## src/rtl/uart_launcher_if.sv

```systemverilog
// Launcher-side bus: launch control, launch-RAM read port, UART line and status.
interface uart_launcher_if;
    logic       start_i;
    logic [8:0] len_i;
    logic [7:0] l_data_i;
    logic [7:0] l_addr_o;
    logic [3:0] l_data_counter_o;
    logic       tx_o;
    logic       busy_o;
    logic       done_o;

    modport slave (
        input  start_i, len_i, l_data_i,
        output l_addr_o, l_data_counter_o, tx_o, busy_o, done_o
    );

    modport master (
        output start_i, len_i, l_data_i,
        input  l_addr_o, l_data_counter_o, tx_o, busy_o, done_o
    );
endinterface

```

## src/rtl/uart_launcher.sv

```systemverilog
// Reads len bytes from the launch RAM (addresses 0..len-1) and sends each as an
// 8N1 UART frame, LSB first, with an internal baud divider.
module uart_launcher #(
    parameter int BAUD_DIV = 434
) (
    input  logic           clk_i,
    input  logic           rst_i,
    uart_launcher_if.slave bus
);
    localparam logic [15:0] BAUD_LAST = 16'(BAUD_DIV - 1);

    typedef enum logic [2:0] {IDLE, FETCH, LOAD, SHIFT, NEXT} state_e;

    state_e      state_q, state_d;
    logic [15:0] baud_q, baud_d;
    logic [3:0]  bit_q, bit_d;
    logic [7:0]  shreg_q, shreg_d;
    logic [7:0]  addr_q, addr_d;
    logic [8:0]  len_q, len_d;
    logic        tx_q, tx_d;
    logic        busy_q, busy_d;
    logic        done_q, done_d;
    logic        last_byte;
    logic        baud_tc;

    // 9-bit compare so len=256 finishes at address 255 without wrapping.
    assign last_byte = ({1'b0, addr_q} + 9'd1) == len_q;
    assign baud_tc   = baud_q == BAUD_LAST;

    always_comb begin
        // NOTE: every variable gets a default before the case so no path infers a latch.
        state_d = state_q;
        baud_d  = baud_q;
        bit_d   = bit_q;
        shreg_d = shreg_q;
        addr_d  = addr_q;
        len_d   = len_q;
        tx_d    = tx_q;
        busy_d  = busy_q;
        done_d  = 1'b0;

        unique case (state_q)
            IDLE: begin
                if (bus.start_i) begin
                    if (bus.len_i != 9'd0) begin
                        len_d   = bus.len_i;
                        addr_d  = 8'd0;
                        busy_d  = 1'b1;
                        state_d = FETCH;
                    end else begin
                        done_d = 1'b1;
                    end
                end
            end
            FETCH: state_d = LOAD;
            LOAD: begin
                shreg_d = bus.l_data_i;
                bit_d   = 4'd0;
                tx_d    = 1'b0;
                baud_d  = 16'd0;
                state_d = SHIFT;
            end
            SHIFT: begin
                if (baud_tc) begin
                    baud_d = 16'd0;
                    if (bit_q == 4'd9) begin
                        done_d  = last_byte;
                        state_d = NEXT;
                    end else begin
                        bit_d = bit_q + 4'd1;
                        if (bit_q == 4'd8) begin
                            tx_d = 1'b1;
                        end else begin
                            // Data bits leave LSB first; tx is registered, so it
                            // shows the bit for the position being entered.
                            tx_d    = shreg_q[0];
                            shreg_d = {1'b0, shreg_q[7:1]};
                        end
                    end
                end else begin
                    baud_d = baud_q + 16'd1;
                end
            end
            NEXT: begin
                if (last_byte) begin
                    busy_d  = 1'b0;
                    state_d = IDLE;
                end else begin
                    addr_d  = addr_q + 8'd1;
                    state_d = FETCH;
                end
            end
            default: state_d = IDLE;
        endcase
    end

    always_ff @(posedge clk_i) begin
        if (rst_i) begin
            state_q <= IDLE;
            baud_q  <= 16'd0;
            bit_q   <= 4'd0;
            shreg_q <= 8'd0;
            addr_q  <= 8'd0;
            len_q   <= 9'd0;
            tx_q    <= 1'b1;
            busy_q  <= 1'b0;
            done_q  <= 1'b0;
        end else begin
            // NOTE: non-blocking so every register updates from pre-edge values.
            state_q <= state_d;
            baud_q  <= baud_d;
            bit_q   <= bit_d;
            shreg_q <= shreg_d;
            addr_q  <= addr_d;
            len_q   <= len_d;
            tx_q    <= tx_d;
            busy_q  <= busy_d;
            done_q  <= done_d;
        end
    end

    assign bus.l_addr_o         = addr_q;
    assign bus.l_data_counter_o = bit_q;
    assign bus.tx_o             = tx_q;
    assign bus.busy_o           = busy_q;
    assign bus.done_o           = done_q;
endmodule

```

## src/flat_wrapper.sv

```systemverilog
// flat-port wrapper written by rule: the top's interface ports become plain ports
module uart_launcher_flat 
#(
    parameter int BAUD_DIV = 434
)
  (clk_i, rst_i, bus_start_i, bus_len_i, bus_l_data_i, bus_l_addr_o, bus_l_data_counter_o, bus_tx_o, bus_busy_o, bus_done_o);
  uart_launcher_if bus_i ();
  input  logic clk_i;
  input  logic rst_i;
  input wire logic [$bits(bus_i.start_i)-1:0] bus_start_i;
  input wire logic [$bits(bus_i.len_i)-1:0] bus_len_i;
  input wire logic [$bits(bus_i.l_data_i)-1:0] bus_l_data_i;
  output wire logic [$bits(bus_i.l_addr_o)-1:0] bus_l_addr_o;
  output wire logic [$bits(bus_i.l_data_counter_o)-1:0] bus_l_data_counter_o;
  output wire logic [$bits(bus_i.tx_o)-1:0] bus_tx_o;
  output wire logic [$bits(bus_i.busy_o)-1:0] bus_busy_o;
  output wire logic [$bits(bus_i.done_o)-1:0] bus_done_o;
  assign bus_i.start_i = bus_start_i;
  assign bus_i.len_i = bus_len_i;
  assign bus_i.l_data_i = bus_l_data_i;
  assign bus_l_addr_o = bus_i.l_addr_o;
  assign bus_l_data_counter_o = bus_i.l_data_counter_o;
  assign bus_tx_o = bus_i.tx_o;
  assign bus_busy_o = bus_i.busy_o;
  assign bus_done_o = bus_i.done_o;
  uart_launcher #(.BAUD_DIV(BAUD_DIV)) u_core (.clk_i(clk_i), .rst_i(rst_i), .bus(bus_i));
endmodule
```

## config.mk

```make
export PLATFORM = sky130hd
export DESIGN_NAME = uart_launcher_flat
export DESIGN_NICKNAME = d
export VERILOG_FILES = /design/src/rtl/uart_launcher_if.sv /design/src/rtl/uart_launcher.sv /design/src/flat_wrapper.sv
export SDC_FILE = /design/constraint.sdc
export NUM_CORES = 1
export LEC_CHECK = 0
export BUFFER_PORTS_ARGS = -buffer_cell sky130_fd_sc_hd__buf_2
export CAP_MARGIN = 20
export CORE_MARGIN = 2
export CORE_UTILIZATION = 30
export CTS_CLUSTER_DIAMETER = 80
export DETAILED_ROUTE_END_ITERATION = 10
export HOLD_SLACK_MARGIN = 0.1
export PLACE_DENSITY_LB_ADDON = 0.05
export REMOVE_ABC_BUFFERS = 1
export SLEW_MARGIN = 10
export SYNTH_ARGS = -nofsm -noshare
export SYNTH_HDL_FRONTEND = slang
export SYNTH_SLANG_ARGS = --single-unit
export TNS_END_PERCENT = 100
```

## constraint.sdc

```tcl
create_clock -name clk_i -period 5.4 [get_ports clk_i]
set_input_delay 0.27 -clock clk_i [delete_from_list [all_inputs] [get_ports clk_i]]
set_output_delay 0.27 -clock clk_i [all_outputs]
set_load 0.05 [all_outputs]
```

==> Word-level counts from Yosys, hierarchy flattened <==
Index checks and enable logic that the tools add are counted.
{ "word_totals": {"romBits": 0, "latchBits": 0, "n_memories": 0, "inputBits": 20, "ramBits": 0, "out_inout_bits": 15, "register_bits": 51} }
{ "classes": {"n_shift": 0, "muxes": 32, "n_reduce_logical": 10, "div_mod_pow": 0, "add_sub_neg": 4, "n_eq_ne": 16, "order_cmp": 0, "bitwise_logic": 0, "mul": 0} }
{ "ops": {"columns": ["cell", "n"], "rows": [
  ["$mux 8", 6],
  ["$pmux 16 s2", 1],
  ["$pmux 8 s2", 2],
  ["$add 16x1->16 const B", 1],
  ["$eq 16x9->1 const B", 1],
  ["$mux 16", 1],
  ["$reduce_and 4->1", 4],
  ["$pmux 3 s5", 1],
  ["$mux 3", 4],
  ["$mux 1", 11],
  ["$add 8x1->9 const B", 1],
  ["$eq 9x9->1", 1],
  ["$reduce_bool 9->1", 1],
  ["$add 8x1->8 const B", 1],
  ["$eq 4x4->1 const B", 2],
  ["$mux 4", 2],
  ["$ne 2x1->1 const B", 4],
  ["$ne 2x2->1 const B", 4],
  ["$pmux 4 s2", 1],
  ["$eq 3x2->1 const B", 2],
  ["$pmux 1 s2", 3],
  ["$reduce_and 3->1", 2],
  ["$add 4x1->4 const B", 1],
  ["$reduce_bool 2->1", 2],
  ["3 further kinds", 3]
]} }

==> Depth between registers and ports, before layout <==
{ "logic_depth": {"depth_word": 5, "mapped_depth": 9, "mapped_depth_nobuf": 8} }

==> Worst setup path after synthesis <==
Ideal clock, no wire load.
{ "synth_path": {"path_kind": "register to register", "startpoint": "reg u_core.addr_q[0] (netlist: u_core.bus.l_addr_o[0])", "endpoint": "reg u_core.addr_q[2] (netlist: u_core.bus.l_addr_o[2])", "required_ns": 5.316, "setup_ns": 0.084, "t_arrival_ns": 2.366, "slack_ns": 2.949, "path_stages_with_launch": 8, "path_cell_list": "dfxtp_1 > ha_1 > buf_6 > nor2b_1 > o41ai_1 > o2111ai_2 > o32a_4 > o221ai_1"} }
{ "synth_between": {"elab_chain_cells": 4} }
{ "synth_lines": {"columns": ["element", "line", "rtl"], "rows": [
  ["start: declaration", "uart_launcher.sv:18", "logic [7:0] addr_q, addr_d;"],
  ["start signal: assignment", "uart_launcher.sv:114", "addr_q <= addr_d;"],
  ["$add 8x1->9", "uart_launcher.sv:27", "assign last_byte = ({1'b0, addr_q} + 9'd1) == len_q;"],
  ["$eq 9x9->1", "uart_launcher.sv:27", null],
  ["$ne 2x2->1 (no line)", null, null],
  ["$reduce_and 4->1 (no line)", null, null]
]} }
Parallel ways exist; a longest one is shown, timed or not. The select of a mux whose other input is x is not followed.
A chain may end at the register's enable or synchronous reset.

==> Worst setup path after layout <==
{ "layout_path": {"startpoint": "reg u_core.state_q[1]", "endpoint": "reg u_core.baud_q[14]"} }
{ "layout_between": {"elab_chain_cells": 2} }
{ "layout_lines": {"columns": ["element", "line", "rtl"], "rows": [
  ["start: declaration", "uart_launcher.sv:14", "state_e state_q, state_d;"],
  ["start signal: assignment", "uart_launcher.sv:110", "state_q <= state_d;"],
  ["$eq 3x2->1", "uart_launcher.sv:42", "unique case (state_q)"],
  ["$pmux 16 s2 / $reduce_bool 2->1 (equally long branches)", null, null],
  ["end signal: assignment", "uart_launcher.sv:111", "baud_q <= baud_d;"],
  ["end: declaration", "uart_launcher.sv:15", "logic [15:0] baud_q, baud_d;"]
]} }
Parallel ways exist; a longest one is shown, timed or not.

==> flow_summary.json <==
{
  "yosys-top-cells-count": "dfxtp_1 (51), nor2_1 (44), nand2_1 (29), nand3_1 (21), a21oi_1 (20)",
  "rsz0062_at_grt": "false",
  "fill_cells": 996,
  "synth_edf_count": 0,
  "wl_met1_mm": 3.458,
  "wl_per_cell_um": 15.36,
  "finalHoldViolCount": 0,
  "cp-startpoint": "u_core.state_q[1]$_SDFFE_PP0P_",
  "wl_mm": 7.279,
  "clock.fmax_mhz": 348.0,
  "diodes": 0,
  "grt_pass1_vias": 2436,
  "htree_num_levels": 2,
  "setup_violations": 0,
  "period_needed_ns": 2.874,
  "max_stage_delay_ns": 0.69,
  "maxSlewViolCount": 0,
  "ios": 35,
  "path_buf_inv": 1,
  "start_kind": "flop",
  "skew_ns": 0.003758,
  "cts_setup_buffers": 0,
  "final_cells": 474,
  "drv_cap": 0,
  "synth_cell_types": 57,
  "layout.nets": 389,
  "core.rowCount": 35,
  "grt_max_degree": 40,
  "path_max_fanout": 11,
  "dpl.hpwl_mm": 5.110,
  "die-width_um": 100.1,
  "yosysSeqAreaShare": 0.3682,
  "critPathTopFamily": "simple AND/OR/NAND/NOR gates",
  "areaGrowthSynthToFinish_pct": 11.51,
  "cpMostUsedCell": "nor2b_1",
  "synth_flop_cell": "dfxtp_1",
  "portBuffers": 34,
  "p_leak_nw": 1.157,
  "hold_start": "bus_l_data_i[7]",
  "antenna_found_initial": 0,
  "num_vias": 2488,
  "worstPathRequired_ns": 5.61,
  "overflow": 0,
  "cts_buffers": 5,
  "fp.coreArea_um2": 9109,
  "setup_tns_ns": 0,
  "wl_met3_um": 210,
  "ys_warn_count": 0,
  "final_antenna_net_count": 0,
  "start_util": 0.3044,
  "powerDensity_nw_per_um2": 255.6,
  "endpoint": "u_core.baud_q[14]$_SDFFE_PP0P_",
  "placed_cells": 467,
  "ys_ff_latch": 51,
  "end_kind": "flop",
  "cp_slowest_cell": "nor2b_1",
  "min_path_type": "input pin to flop",
  "cts_root_buf": "clkbuf_8",
  "gp_congestion": 0.7358,
  "async_reset_ff_frac": 0,
  "die_area_um2": 10030,
  "drt_first_pass_iters": 4,
  "clk_path_buf_depth": 2,
  "worst-r2r-cell-count": 6,
  "reg2reg_to": "u_core.baud_q[14]$_SDFFE_PP0P_",
  "cts_tree": "yes",
  "worstReg2RegStart": "u_core.state_q[1]$_SDFFE_PP0P_",
  "critical_path_class": "flop to flop",
  "cts_sinks": 51,
  "cts.clk_slew.worst_paths_ns": 0.09,
  "cts.repair.resized": 0,
  "wl_met2_mm": 3.530,
  "fin_total_pwr_w": 0.0007903,
  "status": "finished, final reports clean",
  "r2r_slack_ns": 2.53,
  "die_y_um": 100.1,
  "synthTopCellsByArea": "dfxtp_1 (37%), nor2_1 (6.0%), nand2_1 (3.9%)",
  "slew-limit-headroom": 0.4529,
  "cp_cell_sequence": "nor2b_1, buf_4, nand2_1, nor2b_1, a41oi_1, a311oi_1",
  "synth_top_area_cell": "dfxtp_1",
  "yosysTopAreaCellShare": 0.3682,
  "hold_buffers": 0,
  "avgSynthCellArea_um2": 8.179,
  "route.detailed.drc": 0,
  "drive_above_1_share": 0.1488,
  "arrival_ns": 3.09,
  "grt_first_pass_wirelength_mm": 12.26,
  "crit_cells": 6,
  "clock_insertion_delay_worst_skew_ns": 0.30,
  "irDropWorstVdd_v": 0.0001023,
  "first_iter_violations": 99,
  "grt_usage": 0.1527,
  "period_share": 0.5322,
  "tightest_slew_ns": 0.8144,
  "netlist_area_um2": 2773,
  "yosysMostFrequentCell": "dfxtp_1",
  "via_per_inst": 5.249,
  "synthCells": 339,
  "routed.top_layer": "met4"
}
==> cell families after synthesis <==
| family | share of synthesized area |
|---|---|
| xor+xnor | 0.04738 |
| fa+ha+maj | 0.02708 |
| flops | 0.3682 |
| simple gates | 0.2694 |
| mux | 0.02888 |
| buf+inv | 0.05234 |
| compound gates | 0.2067 |
==> sequential cells by signal, summed over array words and instances (netlist names) <==
register	count
u_core.bus.tx_o	1
u_core.shreg_q	8
u_core.state_q	3
u_core.bus.done_o	1
u_core.baud_q	16
u_core.bus.l_addr_o	8
u_core.len_q	9
u_core.bus.busy_o	1
u_core.bus.l_data_counter_o	4
==> metrics by stage <==
stage               utilization  worst slack (ns)  cell area (um^2)  hold slack, ns
floorplan                     -             2.821              2673          0.3391
global placement         0.3282             2.521              2989          0.4616
detailed placement       0.3282             2.469              2989          0.4638
CTS                      0.3394             2.433              3092          0.2044
global route             0.3394             2.222              3092          0.2126
finish                   0.3394             2.526              3092          0.2228
==> worst min-delay path by stage <==
| stage | end | slack (ns) | cells past startpoint |
|---|---|---|---|
| 3_3_place_gp | u_core.len_q[3]$_SDFFE_PP0P_ | 0.46 | 2 |
| 6_report | u_core.shreg_q[7]$_SDFFE_PP0P_ | 0.22 | 3 |
| 2_1_floorplan | u_core.baud_q[13]$_SDFFE_PP0P_ | 0.34 | 1 |
| 5_1_grt | u_core.shreg_q[7]$_SDFFE_PP0P_ | 0.21 | 3 |
| 4_1_cts | u_core.shreg_q[7]$_SDFFE_PP0P_ | 0.20 | 3 |
| 3_5_place_dp | u_core.shreg_q[7]$_SDFFE_PP0P_ | 0.46 | 2 |
==> cells in the final DEF (no fill, tap or decap), types with 3 or more instances in the layout <==
cell and instances:
dfxtp_1 51, nor2_1 44, buf_2 34, nand2_1 29, nand3_1 21, a21oi_1 20, o21ai_0 14, inv_1 12
a311oi_1 12, xor2_1 9, mux2i_1 8, nor3_1 7, nor4_1 7, nand4_1 7, xnor2_1 6, ha_1 6
nor2b_1 5, o221ai_1 5, clkbuf_8 5, and3_1 4, or3_1 3, o21ai_1 3, nand2b_1 3, nor3b_1 3
a31oi_1 3, nand3b_1 3
==> per-layer routing <==
layer | vias up | GRT usage
li1 | 1287 | -
met1 | 1150 | 0.1976
met5 | - | 0
met2 | 43 | 0.2617
met3 | 8 | 0.02437
met4 | 0 | 0.04531
==> tightest hold or removal path, stage by stage <==
cell	delay, ns
buf_2	0.10
nand2_1	0.06
a21oi_1	0.06
==> where the power goes <==
| group | switching [W] | leakage [nW] | internal [W] | total [W] |
|---|---|---|---|---|
| clock | 0.000127 | 0.0513 | 0.000136 | 0.000264 |
| sequential | 0.0000181 | 0.415 | 0.000392 | 0.000410 |
| combinational | 0.0000745 | 0.691 | 0.0000420 | 0.000117 |
==> cell type report <==
type,instances,area [um^2],area share
clock buffer,6,72.57,0.02347
multi-input combinational,258,1607,0.5196
inverter,12,45.04,0.01457
timing repair buffer,35,177.7,0.05747
sequential,51,1021,0.3302
tap,111,138.9,0.04492
clock inverter,1,30.03,0.009713
(Power assumes the default switching activity.)
